$ cat src/rtl/axiwr_wr_arbiter.sv
// Two-to-one AXI4 write-channel arbiter. One grant covers a full AW -> W -> B
// transaction, handed out round-robin. All channels pass through combinationally
// under the grant; WLAST/AWLEN disagreement raises a sticky error flag.
module axiwr_wr_arbiter #(
   parameter int unsigned DATA_WIDTH = 128,
   parameter int unsigned USER_WIDTH = 32
) (
   input  logic                    clk,
   input  logic                    resetn,
   // Master 0
   input  logic                    m0_awvalid,
   output logic                    m0_awready,
   input  logic [63:0]             m0_awaddr,
   input  logic [7:0]              m0_awlen,
   input  logic [2:0]              m0_awsize,
   input  logic [1:0]              m0_awburst,
   input  logic [USER_WIDTH-1:0]   m0_awuser,
   input  logic                    m0_wvalid,
   output logic                    m0_wready,
   input  logic [DATA_WIDTH-1:0]   m0_wdata,
   input  logic [DATA_WIDTH/8-1:0] m0_wstrb,
   input  logic                    m0_wlast,
   output logic                    m0_bvalid,
   input  logic                    m0_bready,
   output logic [1:0]              m0_bresp,
   // Master 1
   input  logic                    m1_awvalid,
   output logic                    m1_awready,
   input  logic [63:0]             m1_awaddr,
   input  logic [7:0]              m1_awlen,
   input  logic [2:0]              m1_awsize,
   input  logic [1:0]              m1_awburst,
   input  logic [USER_WIDTH-1:0]   m1_awuser,
   input  logic                    m1_wvalid,
   output logic                    m1_wready,
   input  logic [DATA_WIDTH-1:0]   m1_wdata,
   input  logic [DATA_WIDTH/8-1:0] m1_wstrb,
   input  logic                    m1_wlast,
   output logic                    m1_bvalid,
   input  logic                    m1_bready,
   output logic [1:0]              m1_bresp,
   // Shared slave port towards the bridge
   output logic                    s_awvalid,
   input  logic                    s_awready,
   output logic [63:0]             s_awaddr,
   output logic [7:0]              s_awlen,
   output logic [2:0]              s_awsize,
   output logic [1:0]              s_awburst,
   output logic [USER_WIDTH-1:0]   s_awuser,
   output logic                    s_wvalid,
   input  logic                    s_wready,
   output logic [DATA_WIDTH-1:0]   s_wdata,
   output logic [DATA_WIDTH/8-1:0] s_wstrb,
   output logic                    s_wlast,
   input  logic                    s_bvalid,
   output logic                    s_bready,
   input  logic [1:0]              s_bresp,
   // Status
   output logic                    grant_id,
   output logic                    busy,
   output logic                    wlast_err,
   input  logic                    err_clr
);

   typedef enum logic [1:0] {
      StIdle = 2'd0,
      StAw   = 2'd1,
      StW    = 2'd2,
      StB    = 2'd3
   } state_e;

   state_e     state_q, state_d;
   logic       grant_q, grant_d;
   logic       last_grant_q, last_grant_d;
   logic [7:0] len_q, len_d;
   logic [7:0] beat_cnt_q, beat_cnt_d;
   logic       wlast_err_q, wlast_err_d;

   // Signals of the currently granted master
   logic                    g_awvalid;
   logic [63:0]             g_awaddr;
   logic [7:0]              g_awlen;
   logic [2:0]              g_awsize;
   logic [1:0]              g_awburst;
   logic [USER_WIDTH-1:0]   g_awuser;
   logic                    g_wvalid;
   logic [DATA_WIDTH-1:0]   g_wdata;
   logic [DATA_WIDTH/8-1:0] g_wstrb;
   logic                    g_wlast;
   logic                    g_bready;

   logic aw_hs, w_hs, b_hs;

   // Select the granted master's upstream signals
   always_comb begin
      if (grant_q) begin
         g_awvalid = m1_awvalid;
         g_awaddr  = m1_awaddr;
         g_awlen   = m1_awlen;
         g_awsize  = m1_awsize;
         g_awburst = m1_awburst;
         g_awuser  = m1_awuser;
         g_wvalid  = m1_wvalid;
         g_wdata   = m1_wdata;
         g_wstrb   = m1_wstrb;
         g_wlast   = m1_wlast;
         g_bready  = m1_bready;
      end else begin
         g_awvalid = m0_awvalid;
         g_awaddr  = m0_awaddr;
         g_awlen   = m0_awlen;
         g_awsize  = m0_awsize;
         g_awburst = m0_awburst;
         g_awuser  = m0_awuser;
         g_wvalid  = m0_wvalid;
         g_wdata   = m0_wdata;
         g_wstrb   = m0_wstrb;
         g_wlast   = m0_wlast;
         g_bready  = m0_bready;
      end
   end

   assign aw_hs = (state_q == StAw) && g_awvalid && s_awready;
   assign w_hs  = (state_q == StW)  && g_wvalid  && s_wready;
   assign b_hs  = (state_q == StB)  && s_bvalid  && g_bready;

   // Next-state: arbitration, burst tracking and sticky error flag
   always_comb begin
      state_d      = state_q;
      grant_d      = grant_q;
      last_grant_d = last_grant_q;
      len_d        = len_q;
      beat_cnt_d   = beat_cnt_q;
      wlast_err_d  = wlast_err_q;
      unique case (state_q)
         StIdle: begin
            if (m0_awvalid || m1_awvalid) begin
               // On a tie the master that did not win last time goes first
               if (m0_awvalid && m1_awvalid) grant_d = ~last_grant_q;
               else                          grant_d = m1_awvalid;
               state_d = StAw;
            end
         end
         StAw: begin
            if (aw_hs) begin
               len_d      = g_awlen;
               beat_cnt_d = 8'd0;
               state_d    = StW;
            end
         end
         StW: begin
            if (w_hs) begin
               beat_cnt_d = beat_cnt_q + 8'd1;
               // WLAST alone ends the burst, even when it disagrees with AWLEN
               if (g_wlast) state_d = StB;
            end
         end
         StB: begin
            if (b_hs) begin
               last_grant_d = grant_q;
               state_d      = StIdle;
            end
         end
      endcase
      if (err_clr) wlast_err_d = 1'b0;
      // Setting after clearing gives a same-cycle set priority
      if (w_hs && (g_wlast != (beat_cnt_q == len_q))) wlast_err_d = 1'b1;
   end

   // State and tracking registers
   always_ff @(posedge clk or negedge resetn) begin
      if (!resetn) begin
         state_q      <= StIdle;
         grant_q      <= 1'b0;
         last_grant_q <= 1'b1;
         len_q        <= 8'd0;
         beat_cnt_q   <= 8'd0;
         wlast_err_q  <= 1'b0;
      end else begin
         state_q      <= state_d;
         grant_q      <= grant_d;
         last_grant_q <= last_grant_d;
         len_q        <= len_d;
         beat_cnt_q   <= beat_cnt_d;
         wlast_err_q  <= wlast_err_d;
      end
   end

   // Channel pass-through gated by state and grant
   always_comb begin
      s_awvalid  = 1'b0;
      s_awaddr   = '0;
      s_awlen    = '0;
      s_awsize   = '0;
      s_awburst  = '0;
      s_awuser   = '0;
      s_wvalid   = 1'b0;
      s_wdata    = '0;
      s_wstrb    = '0;
      s_wlast    = 1'b0;
      s_bready   = 1'b0;
      m0_awready = 1'b0;
      m0_wready  = 1'b0;
      m0_bvalid  = 1'b0;
      m0_bresp   = 2'b00;
      m1_awready = 1'b0;
      m1_wready  = 1'b0;
      m1_bvalid  = 1'b0;
      m1_bresp   = 2'b00;
      if (state_q != StIdle) begin
         s_awaddr  = g_awaddr;
         s_awlen   = g_awlen;
         s_awsize  = g_awsize;
         s_awburst = g_awburst;
         s_awuser  = g_awuser;
         s_wdata   = g_wdata;
         s_wstrb   = g_wstrb;
         s_wlast   = g_wlast;
      end
      unique case (state_q)
         StIdle: ;
         StAw: begin
            s_awvalid = g_awvalid;
            if (grant_q) m1_awready = s_awready;
            else         m0_awready = s_awready;
         end
         StW: begin
            s_wvalid = g_wvalid;
            if (grant_q) m1_wready = s_wready;
            else         m0_wready = s_wready;
         end
         StB: begin
            s_bready = g_bready;
            if (grant_q) begin
               m1_bvalid = s_bvalid;
               m1_bresp  = s_bresp;
            end else begin
               m0_bvalid = s_bvalid;
               m0_bresp  = s_bresp;
            end
         end
      endcase
   end

   assign grant_id  = grant_q;
   assign busy      = (state_q != StIdle);
   assign wlast_err = wlast_err_q;

endmodule
$ cat config.mk
export PLATFORM = sky130hd
export DESIGN_NAME = axiwr_wr_arbiter
export DESIGN_NICKNAME = d
export VERILOG_FILES = /design/src/rtl/axiwr_wr_arbiter.sv
export SDC_FILE = /design/constraint.sdc
export NUM_CORES = 1
export LEC_CHECK = 0
export CORE_AREA = 3 3 306 308
export DETAILED_ROUTE_END_ITERATION = 12
export DIE_AREA = 0 0 309 311
export PLACE_DENSITY_LB_ADDON = 0.12
export SYNTH_ARGS = -nofsm -noshare
export SYNTH_HDL_FRONTEND = slang
export SYNTH_SLANG_ARGS = --single-unit
$ cat constraint.sdc
create_clock -name clk -period 2.25 [get_ports clk]
set_clock_uncertainty 0.1 [all_clocks]
set_input_delay 0.225 -clock clk [delete_from_list [all_inputs] [get_ports clk]]
set_output_delay 0.225 -clock clk [all_outputs]
set_load 0.005 [all_outputs]
==> flow_summary.ini <==
[timing]
slew_violations = 0
worst_slew_pin_slew_ns = 0.553
rsz0062_at_grt = true
relSlewSlack_pct = 62.8
timing.final.ws_setup_ns = -0.0426
setup_viol = 7
period_share_pct = 102
hold_viol_final = 0
period_needed_ns = 2.29
setup-tns-final_ns = -0.146
fmax_mhz = 436

[floorplanning]
dieArea_mm2 = 0.0961
die_h_um = 311
rows = 111
io_pins = 792
core_mm2 = 0.0914
start_util_pct = 5.55
die_x_um = 309

[synth]
syn_inst = 712
syn-cell-area_mm2 = 0.00507
yosysWarnings = 0
syn_area_per_cell_um2 = 7.12
synth_seq_area_share_pct = 10.4
synth_seq_cells = 21
synth_nets = 1240
synth.distinct_cells = 35

[cts]
worstSkewPairLatency_ns = 0.25
cts_root_buf = clkbuf_16
path_clk_slew_ns = 0.06
cts_tree = yes
htreeDepth = 1
cts-buffers-inserted = 3
cts.sinks = 21
cts_max_path_buffers = 2
holdBufCountCts = 0

[global_routing]
grt_pass1_wl_mm = 76.0
globalRoute.totalOverflow = 0
grt_pass1_vias = 9117
antenna_found_initial = 12
grt_usage_pct = 11.2
grt_max_degree = 27

[drt]
drcViolationCount = 0
postRouteAntennaNets = 0
dr_total_vias = 8470
wl_mm = 57.7
drtIter0Drc = 261
dr.pass1.iters = 4
viasPerCell = 3.05
wire_per_inst_um = 20.8

[final_layout]
n_fill_cell = 10400
seqCellArea_um2 = 531
drive_gt1_share_pct = 16.6
syn2layout_area_growth_pct = 221
final_area_mm2 = 0.0163
multi_input_area_mm2 = 0.00461
nets = 2111

[critical_path]
cp_max_fo = 10
cp.required_ns = 1.92
path_class = reg2out
critPathCaptureType = primary output
critPathArrivalTime_ns = 1.97
start_kind = flip-flop
rrSetupSlack_ns = 0.10

[min_path]
hp-class = in2async

[placed_design]
dpl.hpwl_mm = 50.5
place_ws_ns = -0.0478
placed_area_mm2 = 0.0152
place.port_buffers = 791
gp_congestion = 0.804

[status]
outcome = finished with violations
violations = setup timing

[power]
p_leak_nw = 7.48
p_per_area_mw_per_mm2 = 1030
peakVddDrop_mv = 0.293

[flow_run]
maxCapViolCount = 0
==> kinds of logic after synthesis <==
| logic type | Yosys count | share of synthesized area [%] |
|---|---|---|
| simple gates | 316 | 25.0 |
| buf+inv | 68 | 5.87 |
| mux | 259 | 51.2 |
| fa+ha+maj | 6 | 1.48 |
| xor+xnor | 8 | 1.38 |
| flops | 21 | 10.4 |
| compound gates | 34 | 4.64 |
==> per-layer routing <==
metal | global-route usage, % | vias up | routed length [µm]
li1 | - | 4177 | -
met1 | 12.2 | 3864 | 21400
met2 | 21.2 | 383 | 29700
met3 | 4.13 | 36 | 5680
met4 | 1.18 | 10 | 769
met5 | 0 | - | 66
==> worst paths after layout <==
kind,start,to,depth (start not counted)
min,resetn,wlast_err,2
min reg2reg,wlast_err,wlast_err,1
max in group asynchronous,resetn,last_grant_q,2
min in group clk,wlast_err,wlast_err,1
max reg2reg,grant_id,state_q[1],6
max,state_q[0],s_awaddr[51],6
==> power breakdown <==
group | switching [W] | internal, W | leakage (nW)
sequential | 0.000116 | 0.000517 | 0.259
combinational | 0.00712 | 0.00856 | 7.18
clock | 0.000149 | 0.000239 | 0.0409
total | 0.00739 | 0.00931 | 7.48
==> critical path, cell delays in order (launching register included) <==
cell,delay [ns]
dfrtp_1,0.36
inv_2,0.07
ha_4,0.21
buf_12,0.16
bufbuf_16,0.28
nor2_1,0.11
clkdlybuf4s50_1,0.51
==> area by class of cell <==
type	instances	area share (%)
Sequential cell	21	3.26
Multi-Input combinational cell	623	28.3
Clock inverter	1	0.0308
Inverter	6	0.139
Timing Repair Buffer	928	58.5
Clock buffer	3	0.462
Tap cell	1186	9.13
Antenna cell	5	0.0770
==> cell usage after synthesis <==
master     count  area (µm²)
nor2_1       273        1020
mux2i_1      256        2560
clkbuf_1      32         120
buf_2         28         140
dfrtp_1       20         500
a21oi_1       12        60.1
nand2_1       11        41.3
o21ai_0        8        40.0
xnor2_1        8        70.1
and3_1         6        37.5
ha_1           6        75.1
inv_1          6        22.5
and2_1         5        31.3
nand3_1        5        25.0
a32o_1         4        40.0
nand4_1        4        25.0
mux2_2         3        33.8
o31ai_1        3        22.5
a2bb2oi_1      2        17.5
nand2b_1       2        12.5
nor2b_1        2        12.5
nor3_1         2        10.0
or4_1          2        15.0
a2111oi_2      1        15.0
a21boi_0       1        7.51
and3b_1        1        8.76
and4_1         1        8.76
buf_1          1        3.75
buf_6          1        11.3
dfstp_2        1        26.3
nand4b_1       1        8.76
o21a_4         1        15.0
o2bb2ai_1      1        8.76
o41ai_1        1        8.76
or3_1          1        6.26
==> repair_timing <==
action | CTS | global route
buffers inserted | 11 | 28
endpoints found under the hold margin | 0 | 0
setup endpoints to repair | 253 | 84
pin swaps | 6 | 8
resized for setup | 279 | 166
gates cloned | 7 | 1
==> cells in the final DEF (no fill, tap or decap), types with 19 or more instances in the layout <==
cell,n
buf_12,34
buf_4,84
buf_6,24
clkbuf_2,27
clkdlybuf4s50_1,538
dfrtp_1,19
dlygate4sd2_1,147
dlymetal6s2s_1,39
mux2i_1,219
mux2i_2,26
nor2_1,255
==> through the flow <==
stage          power (W)  utilization (%)  hold slack, ns  std cells
6_report          0.0167             17.8           0.251       2773
5_1_grt           0.0180             17.8           0.272       2768
4_1_cts           0.0165             17.2           0.256       2740
3_5_place_dp      0.0158             16.7           0.383       2718
3_3_place_gp      0.0159             16.7           0.396       2718
2_1_floorplan    0.00589                -          -0.171        712
==> flip-flops by register name, summed over array words and instances (netlist names) <==
name          cells
last_grant_q      1
beat_cnt_q        8
state_q           2
wlast_err         1
grant_id          1
len_q             8
Power figures use the tool's default switching activity.
